## src/rtl/nvram_upload_responder_pkg.sv

```systemverilog
// Shared types and constants for the NVRAM/hiscore upload responder.
package nvram_pkg;

  typedef enum logic [1:0] {
    IDLE    = 2'd0,
    PAUSING = 2'd1,
    READY   = 2'd2,
    FETCH   = 2'd3
  } state_t;

  localparam logic [7:0] UPLOAD_IDX_HISCORE = 8'd4;
  localparam logic [7:0] ZERO_FILL          = 8'h00;

  function automatic logic below_len(input logic [31:0] addr, input logic [31:0] len);
    return addr < len;
  endfunction

endpackage

```

## src/rtl/nvram_upload_responder_dirty_timer.sv

```systemverilog
// Game-write dirty tracking with a quiet-time holdoff; emits the autosave request pulse.
module nvram_dirty_timer
  import nvram_pkg::*;
#(
  parameter int AW      = 10,
  parameter int LENGTH  = 1024,
  parameter int HOLDOFF = 36000000
) (
  input  logic          clk_sys,
  input  logic          RESET_n,
  input  logic          i_game_wr,
  input  logic [AW-1:0] i_game_addr,
  input  logic          i_autosave,
  input  logic          i_idle,
  input  logic          i_upload_end,
  output logic          o_upload_req
);
  localparam int             CW     = $clog2(HOLDOFF + 1);
  localparam logic [CW-1:0]  RELOAD = CW'(HOLDOFF - 1);

  logic          r_dirty;
  logic          r_req_sent;
  logic          r_wr_during_upload;
  logic [CW-1:0] r_cnt;
  logic          w_hit;
  logic          w_fire;

  assign w_hit        = i_game_wr && below_len(32'(i_game_addr), 32'(LENGTH));
  assign w_fire       = i_autosave && r_dirty && !r_req_sent && (r_cnt == '0) && i_idle;
  assign o_upload_req = w_fire;

  always_ff @(posedge clk_sys or negedge RESET_n) begin
    if (!RESET_n) begin
      r_dirty            <= 1'b0;
      r_req_sent         <= 1'b0;
      r_wr_during_upload <= 1'b0;
      r_cnt              <= '0;
    end else begin
      if (w_hit)
        r_cnt <= RELOAD;
      else if (i_idle && (r_cnt != '0))
        r_cnt <= r_cnt - CW'(1);

      // Data just uploaded is clean unless the game touched it mid-transfer.
      if (i_upload_end) begin
        r_dirty            <= r_wr_during_upload | w_hit;
        r_wr_during_upload <= 1'b0;
      end else if (w_hit) begin
        if (i_idle)
          r_dirty <= 1'b1;
        else
          r_wr_during_upload <= 1'b1;
      end

      if (w_hit || i_upload_end)
        r_req_sent <= 1'b0;
      else if (w_fire)
        r_req_sent <= 1'b1;
    end
  end

endmodule

```

## src/rtl/nvram_upload_responder.sv

```systemverilog
// HPS ioctl upload responder: serves a watched game RAM region byte by byte,
// pausing the game CPU for the transfer and requesting autosave after game writes.
module nvram_upload_responder
  import nvram_pkg::*;
#(
  parameter logic [7:0] INDEX   = UPLOAD_IDX_HISCORE,
  parameter int         AW      = 10,
  parameter int         LENGTH  = 1024,
  parameter int         RD_LAT  = 1,
  parameter int         HOLDOFF = 36000000
) (
  input  logic          clk_sys,
  input  logic          RESET_n,
  input  logic          ioctl_upload,
  input  logic [7:0]    ioctl_index,
  input  logic          ioctl_rd,
  input  logic [24:0]   ioctl_addr,
  output logic [7:0]    ioctl_din,
  output logic          ioctl_wait,
  output logic          ioctl_upload_req,
  input  logic          autosave,
  output logic          pause_req,
  input  logic          paused,
  output logic [AW-1:0] ram_addr,
  output logic          ram_rd,
  input  logic [7:0]    ram_q,
  input  logic          game_wr,
  input  logic [AW-1:0] game_addr
);
  state_t        r_state;
  state_t        w_state_nxt;

  logic          r_wait;
  logic          r_pause;
  logic          r_ram_rd;
  logic [AW-1:0] r_ram_addr;
  logic [7:0]    r_din;
  logic [1:0]    r_lat_cnt;

  logic          w_wait_nxt;
  logic          w_pause_nxt;
  logic          w_ram_rd_nxt;
  logic [AW-1:0] w_ram_addr_nxt;
  logic [7:0]    w_din_nxt;
  logic [1:0]    w_lat_cnt_nxt;

  logic          w_sel;
  logic          w_rd_ok;
  logic          w_in_range;
  logic          w_fetch_done;
  logic          w_upload_end;

  assign w_sel        = ioctl_upload && (ioctl_index == INDEX);
  // A strobe arriving while we still hold wait is a host protocol violation.
  assign w_rd_ok      = ioctl_rd && !r_wait;
  assign w_in_range   = below_len({7'd0, ioctl_addr}, 32'(LENGTH));
  assign w_fetch_done = (r_lat_cnt == 2'(RD_LAT));
  assign w_upload_end = !w_sel && (r_state != IDLE);

  always_ff @(posedge clk_sys or negedge RESET_n) begin
    if (!RESET_n)
      r_state <= IDLE;
    else
      r_state <= w_state_nxt;
  end

  always_comb begin
    w_state_nxt = r_state;
    if (!w_sel) begin
      w_state_nxt = IDLE;
    end else begin
      case (r_state)
        IDLE:    w_state_nxt = PAUSING;
        PAUSING: if (paused) w_state_nxt = READY;
        READY:   if (w_rd_ok && w_in_range) w_state_nxt = FETCH;
        FETCH:   if (w_fetch_done) w_state_nxt = READY;
        default: w_state_nxt = IDLE;
      endcase
    end
  end

  // Next values of the registered outputs; losing sel drops a pending fetch.
  always_comb begin
    w_wait_nxt     = 1'b0;
    w_pause_nxt    = 1'b0;
    w_ram_rd_nxt   = 1'b0;
    w_ram_addr_nxt = r_ram_addr;
    w_din_nxt      = r_din;
    w_lat_cnt_nxt  = '0;
    if (w_sel) begin
      w_pause_nxt = 1'b1;
      case (r_state)
        IDLE:    w_wait_nxt = 1'b1;
        PAUSING: w_wait_nxt = !paused;
        READY: begin
          if (w_rd_ok) begin
            w_wait_nxt = 1'b1;
            if (w_in_range) begin
              w_ram_rd_nxt   = 1'b1;
              w_ram_addr_nxt = ioctl_addr[AW-1:0];
            end else begin
              w_din_nxt = ZERO_FILL;
            end
          end
        end
        FETCH: begin
          if (w_fetch_done) begin
            w_din_nxt = ram_q;
          end else begin
            w_wait_nxt    = 1'b1;
            w_lat_cnt_nxt = r_lat_cnt + 2'd1;
          end
        end
        default: w_wait_nxt = 1'b0;
      endcase
    end
  end

  always_ff @(posedge clk_sys or negedge RESET_n) begin
    if (!RESET_n) begin
      r_wait     <= 1'b0;
      r_pause    <= 1'b0;
      r_ram_rd   <= 1'b0;
      r_ram_addr <= '0;
      r_din      <= '0;
      r_lat_cnt  <= '0;
    end else begin
      r_wait     <= w_wait_nxt;
      r_pause    <= w_pause_nxt;
      r_ram_rd   <= w_ram_rd_nxt;
      r_ram_addr <= w_ram_addr_nxt;
      r_din      <= w_din_nxt;
      r_lat_cnt  <= w_lat_cnt_nxt;
    end
  end

  assign ioctl_wait = r_wait;
  assign pause_req  = r_pause;
  assign ram_rd     = r_ram_rd;
  assign ram_addr   = r_ram_addr;
  assign ioctl_din  = r_din;

  nvram_dirty_timer #(
    .AW      (AW),
    .LENGTH  (LENGTH),
    .HOLDOFF (HOLDOFF)
  ) u_dirty_timer (
    .clk_sys      (clk_sys),
    .RESET_n      (RESET_n),
    .i_game_wr    (game_wr),
    .i_game_addr  (game_addr),
    .i_autosave   (autosave),
    .i_idle       (r_state == IDLE),
    .i_upload_end (w_upload_end),
    .o_upload_req (ioctl_upload_req)
  );

endmodule

```

## config.mk

```make
export PLATFORM = sky130hd
export DESIGN_NAME = nvram_upload_responder
export DESIGN_NICKNAME = d
export VERILOG_FILES = /design/src/rtl/nvram_upload_responder_pkg.sv /design/src/rtl/nvram_upload_responder_dirty_timer.sv /design/src/rtl/nvram_upload_responder.sv
export SDC_FILE = /design/constraint.sdc
export NUM_CORES = 1
export LEC_CHECK = 0
export CELL_PAD_IN_SITES_DETAIL_PLACEMENT = 0
export CELL_PAD_IN_SITES_GLOBAL_PLACEMENT = 1
export CORE_MARGIN = 2
export CORE_UTILIZATION = 29
export CTS_CLUSTER_SIZE = 24
export DETAILED_ROUTE_END_ITERATION = 12
export DONT_BUFFER_PORTS = 1
export PLACE_DENSITY_LB_ADDON = 0.1
export SKIP_LAST_GASP = 1
export SLEW_MARGIN = 25
export SYNTH_ARGS = -nofsm -noshare
export SYNTH_HDL_FRONTEND = slang
export SYNTH_SLANG_ARGS = --single-unit
export TNS_END_PERCENT = 20
```

## constraint.sdc

```tcl
create_clock -name clk_sys -period 3.53 [get_ports clk_sys]
set_clock_uncertainty 0.1 [all_clocks]
set_input_delay 0.353 -clock clk_sys [delete_from_list [all_inputs] [get_ports clk_sys]]
set_output_delay 0.353 -clock clk_sys [all_outputs]
set_load 0.02 [all_outputs]
```

==> results of run 1 <==
layout by cell type (no fill, tap or decap), types with 3 or more instances in the layout:
master,Yosys,final
nor4_1,14,13
nand2_1,25,25
inv_1,5,5
nor2b_1,10,10
clkbuf_8,0,5
nor4_2,5,6
nor3_1,8,8
nand3_1,8,8
or4_1,4,4
dfrtp_1,54,54
and2_1,3,3
a21oi_1,14,14
mux2_2,10,10
o31ai_1,4,4
mux2_1,5,5
o21ai_0,18,18
buf_4,2,3
nor2_1,13,13
or3_1,11,11
power by group through the flow:
stage | Combinational (mW) | Clock (mW) | Sequential, mW
after global routing | 0.0480 | 0.462 | 0.625
final | 0.0408 | 0.417 | 0.625
after global placement | 0.0216 | 0 | 0.637
after floorplan | 0.0208 | 0 | 0.636
after CTS | 0.0429 | 0.440 | 0.625
after detailed placement | 0.0216 | 0 | 0.637
synth_stat cells (all sizes together), types with 3 or more instances:
cell	n	area, um^2
a21oi	14	70.1
and2	3	18.8
buf	4	31.3
clkbuf	6	22.5
dfrtp	54	1350
inv	5	18.8
mux2	15	169
nand2	25	93.8
nand3	9	50.1
nor2	13	48.8
nor2b	10	62.6
nor3	8	40.0
nor4	19	150
o21ai	19	98.9
o31ai	4	30.0
or2	3	21.3
or3	14	98.9
or4	5	38.8
critical path, cell delays in order (launching register included):
cell,delay [ns]
dfrtp_1,0.41
inv_1,0.11
ha_1,0.15
nor4b_1,0.32
nand4_1,0.30
o21ai_2,0.42
buf_4,0.29
nor4_1,0.07
or3_1,0.35
final cells by class:
cell class                 count  area (um^2)
sequential                    54         1350
clock buffer                   5         68.8
fill                         927         5880
inverter                       6         22.5
clock inverter                 2         38.8
timing repair buffer           6         70.1
tap                          108          135
multi-input combinational    189         1230
worst paths after layout:
| check | start | depth (start not counted) | endpoint | slack (ns) |
|---|---|---|---|---|
| max | u_dirty_timer.r_cnt[0] | 8 | u_dirty_timer.r_cnt[7] | 0.89 |
| min | game_wr | 1 | u_dirty_timer.r_cnt[5] | 0.05 |
| min reg2reg | r_lat_cnt[0] | 1 | r_lat_cnt[0] | 0.36 |
| max reg2reg | u_dirty_timer.r_cnt[0] | 8 | u_dirty_timer.r_cnt[7] | 0.89 |
| max in group asynchronous | RESET_n | 2 | u_dirty_timer.r_cnt[6] | 2.61 |
| min in group asynchronous | RESET_n | 2 | ram_addr[8] | 0.48 |
sequential cells by signal, indices dropped and copies added (netlist names):
| register | flops |
|---|---|
| r_state | 2 |
| r_lat_cnt | 2 |
| u_dirty_timer.r_req_sent | 1 |
| u_dirty_timer.r_dirty | 1 |
| ram_addr | 10 |
| u_dirty_timer.r_cnt | 26 |
| pause_req | 1 |
| ram_rd | 1 |
| u_dirty_timer.r_wr_during_upload | 1 |
| ioctl_wait | 1 |
| ioctl_din | 8 |
routing by layer:
metal	up-vias	routed length, um	global-route usage
li1	953	-	-
met1	945	2850	0.161
met2	45	2720	0.204
met3	5	229	0.0253
met4	0	55	0.0348
met5	-	0	0
kinds of logic (layout without fill, tap and decap cells):
family	after synthesis	in the layout	share of synthesized area
multiplexers	16	16	0.0675
adder cells (fa/ha/maj)	2	2	0.00944
flip-flops	54	54	0.510
XOR/XNOR	3	3	0.00992
buffers and inverters	16	19	0.0288
AND/OR/NAND/NOR	119	119	0.264
AO/OA/AOI/OAI	49	49	0.110
per-stage QoR:
stage	power (mW)	hold slack (ns)	worst slack, ns	std cells	cell area (um^2)
after floorplan	0.657	-0.0426	1.26	259	2650
after global placement	0.659	-0.0412	0.840	360	2760
after detailed placement	0.659	-0.0410	0.882	360	2770
after CTS	1.11	0.0382	0.861	370	2920
after global routing	1.14	0.0369	0.589	370	2920
final	1.08	0.0517	0.894	370	2920
==> flow_metrics.py, run 1 <==
metrics = {
    "timing": {
        "max-slew-margin-rel": 0.476,
        "rsz0062_at_grt": "no",
        "period_needed_ns": 2.64,
        "setup_viol": 0,
        "maxSlewViolCount": 0,
        "hold_violations": 0,
        "tns_ns": 0,
        "max_freq_mhz": 379,
        "tightest_slew_ns": 0.783,
        "fin_crit_sh": 0.747,
    },
    "yosys": {
        "synth_nets": 319,
        "yosysSeqAreaShare": 0.510,
        "ys_warn_count": 0,
        "synth_area_per_cell_um2": 10.2,
        "syn_inst": 259,
        "synth_edf_count": 0,
        "synth_cell_types": 49,
        "synthFlopType": "dfrtp_1",
        "netlist_area_um2": 2650,
        "synth_seq_cells": 54,
        "async_reset_ff_frac": 1.00,
    },
    "clocking": {
        "hold_buffers": 3,
        "cts_resized": 0,
        "post-cts-setup-buffers": 0,
        "htreeDepth": 2,
        "cts.clk_slew.worst_paths_ns": 0.10,
        "clk_path_buf_depth": 2,
        "cts_made_buffers": 5,
        "clk_latency_ns": 0.31,
        "cts_sinks": 54,
        "cts_tree": "done",
        "root_buffer": "clkbuf_8",
    },
    "drt": {
        "drc": 0,
        "ant_nets": 0,
        "drtIter0Drc": 32,
        "vias": 1948,
        "wl_per_cell_um": 15.8,
        "wl_um": 5850,
        "viasPerCell": 5.26,
        "first_pass_iters": 4,
    },
    "finish": {
        "n_antenna_cell": 0,
        "final_layout_size_suffix_gt1_frac": 0.153,
        "final_core_util": 0.332,
        "fin_nets": 322,
        "areaGrowthSynthToFinish_pct": 10.2,
    },
    "floorplan": {
        "start_util": 0.301,
        "num_io_pins": 80,
        "rows": 34,
        "coreArea_um2": 8810,
        "dieArea_um2": 9920,
        "die_x_um": 99.6,
        "die_h_um": 99.6,
    },
    "run": {
        "drv_cap": 0,
    },
    "critical_path": {
        "cp-end-kind": "register",
        "critPathArrivalTime_ns": 2.73,
        "cp_max_fo": 17,
        "worstSetupPathType": "reg -> reg",
        "cp.required_ns": 3.62,
        "cp-start-kind": "register",
    },
    "power": {
        "peakVddDrop_mv": 0.201,
        "p_per_area_nw_per_um2": 371,
        "leakage_nw": 1.10,
        "clkPwrFrac": 0.385,
        "switchingPower_mw": 0.239,
        "combPwrFrac": 0.038,
        "p_seq_frac": 0.577,
        "sw_frac_of_total": 0.221,
        "p_int_mw": 0.844,
    },
    "status": {
        "outcome": "finished, final reports clean",
    },
    "grt": {
        "antenna_found_initial": 0,
        "grt_usage": 0.122,
        "grt_pass1_wl_um": 9690,
        "grt_pass1_vias": 1888,
        "grt_max_degree": 55,
        "grt_overflow": 0,
    },
    "worst_hold_path": {
        "min_path_type": "in -> reg",
    },
    "place": {
        "dp.final_hpwl_um": 3910,
        "portBuffers": 0,
        "place.gp.congestion": 0.683,
    },
}
Power figures use the tool's default switching activity.
==> run 2: changes to the inputs <==
- clock period: 3.53 -> 2.5 ns (I/O delays scaled with it)
==> run 2 against run 1 <==
  * Sequential share of layout area decreased by 4.4 points
  * Sequential cell count unchanged
  * Register-to-register slack lost 0.61 ns
  * Total power is 48% higher
  * Global-route usage rose by 0.55 points
  * Worst hold slack lost 0.043 ns
  * Combinational power increased by 110%
  * Cell count up 7.6%
  * Utilization increased by 3.5 points
  * Setup slack got worse by 0.70 ns
  * Largest power group unchanged
  * Highest routed layer unchanged
==> flow_metrics.py, run 2 (same netlist as run 1, synthesis figures left out) <==
metrics = {
    "critical_path": {
        "cp-end-kind": "output pin",
        "cp_max_fo": 6,
        "max_stage_delay_ns": 0.45,
        "cp-start-kind": "register",
        "r2r_setup_slack_ns": 0.28,
        "r2r_end": "u_dirty_timer.r_cnt[11]",
        "reg2reg_depth": 5,
        "crit_start": "u_dirty_timer.r_cnt[10]",
        "crit_buf_inv": 2,
        "crit_family": "simple AND/OR/NAND/NOR gates",
        "worstPathCellList": "nor4_4 -> nand3_4 -> buf_4 -> nor4_2 -> buf_4",
        "critPathSlowestCell": "dfrtp_1",
        "critPathArrivalTime_ns": 1.96,
        "worstSetupPathType": "reg -> out",
        "critPathMostFrequentCell": "buf_4",
        "r2r_start": "u_dirty_timer.r_cnt[4]",
        "cp.required_ns": 2.15,
    },
    "finish": {
        "finalNonFillerCells": 398,
        "fin_nets": 349,
        "regMostFlops": "u_dirty_timer.r_cnt",
        "final_layout_size_suffix_gt1_frac": 0.172,
        "multi_input_area_um2": 1270,
        "final_common_cell": "dfrtp_1",
        "post-route-cell-area_um2": 3230,
        "final-seq-area_um2": 1350,
        "largest_register_ffs": 26,
        "fillers": 873,
        "final_cell_mix": "dfrtp_1, nand2_1, dlygate4sd3_1",
        "n_antenna_cell": 0,
        "areaGrowthSynthToFinish_pct": 21.9,
    },
    "power": {
        "p_per_area_nw_per_um2": 496,
        "peakVddDrop_mv": 0.254,
        "leakage_nw": 1.25,
    },
    "timing": {
        "period_needed_ns": 2.31,
        "hold_violations": 0,
        "tightest_slew_ns": 0.583,
        "rsz0062_at_grt": "no",
        "setup_ws_ns": 0.189,
        "fin_crit_sh": 0.924,
        "setup_viol": 0,
        "tns_ns": 0,
        "max_freq_mhz": 433,
        "maxSlewViolCount": 0,
        "max-slew-margin-rel": 0.610,
    },
    "clocking": {
        "root_buffer": "clkbuf_8",
        "cts.clk_slew.worst_paths_ns": 0.10,
        "htreeDepth": 2,
        "cts_made_buffers": 5,
        "clk_path_buf_depth": 2,
        "cts_sinks": 54,
        "clk_latency_ns": 0.31,
        "cts_tree": "done",
    },
    "place": {
        "place.gp.congestion": 0.690,
        "pre_cts_ws_ns": 0.299,
        "dpl.cell_count": 367,
        "dpl_cell_area_um2": 2830,
        "dp.final_hpwl_um": 4010,
        "portBuffers": 0,
    },
    "floorplan": {
        "start_util": 0.301,
        "die_x_um": 99.6,
        "die_h_um": 99.6,
        "num_io_pins": 80,
        "dieArea_um2": 9920,
        "coreArea_um2": 8810,
        "rows": 34,
    },
    "grt": {
        "grt_overflow": 0,
        "grt_usage": 0.128,
        "antenna_found_initial": 0,
        "grt_pass1_wl_um": 10300,
        "grt_max_degree": 55,
        "grt_pass1_vias": 2098,
    },
    "drt": {
        "wl_um": 6070,
        "wl_per_cell_um": 15.3,
        "ant_nets": 0,
        "vias": 2031,
        "viasPerCell": 5.10,
        "drc": 0,
        "drtIter0Drc": 80,
        "first_pass_iters": 3,
    },
    "worst_hold_path": {
        "min_from": "game_wr",
        "min_path_type": "in -> reg",
        "whs_path_depth": 2,
        "hold_end": "u_dirty_timer.r_cnt[18]",
    },
    "status": {
        "outcome": "finished, final reports clean",
    },
    "run": {
        "drv_cap": 0,
    },
}
[run 2: layout make-up]
class                   instances  share of cell area
clock inverters                 2              0.0120
clock buffers                   6              0.0256
repair buffers                 33               0.103
flip-flops and latches         54               0.418
well taps                     108              0.0418
inverters                       6             0.00697
multi-input cells             189               0.392
[run 2: how the worst max path moves through the flow]
stage	cells after the start	to
after CTS	5	ioctl_upload_req
after global placement	9	u_dirty_timer.r_cnt[4]
after global routing	7	ioctl_upload_req
after detailed placement	9	u_dirty_timer.r_cnt[6]
final	5	ioctl_upload_req
after floorplan	5	ioctl_upload_req
[run 2: metal layers]
layer  track usage  share of wire  up-vias
met1         0.172           0.48      966
met5             0              0        -
met4        0.0316         0.0079        0
met2         0.212           0.47       45
li1              -              -     1015
met3        0.0253          0.042        5
[run 2: timing repair]
action | 4_1_cts | 5_1_grt
hold buffers | 22 | 0
setup buffers | 0 | 1
pin swaps | 0 | 1
hold endpoints to repair | 84 | 0
resized for setup | 2 | 3
setup endpoints to repair | 1 | 1
cloned | 0 | 0
[run 2: through the flow]
| stage | power, mW | hold WS [ns] | util |
|---|---|---|---|
| final | 1.60 | 0.00842 | 0.367 |
| after global routing | 1.67 | 0.0292 | 0.367 |
| after CTS | 1.63 | 0.00420 | 0.363 |
| after detailed placement | 0.932 | -0.144 | 0.321 |
| after global placement | 0.932 | -0.144 | 0.321 |
| after floorplan | 0.928 | -0.146 | - |
[run 2: worst register-to-register path, cell delays in order (launching register included)]
cell     delay, ns
dfrtp_1       0.48
or3_4         0.41
or2_4         0.25
or3_4         0.38
nor4_2        0.15
mux2_1        0.34
[run 2: where the power goes]
group	internal (mW)	switching, mW
Combinational	0.0396	0.0446
Clock	0.330	0.304
Sequential	0.878	0.00452
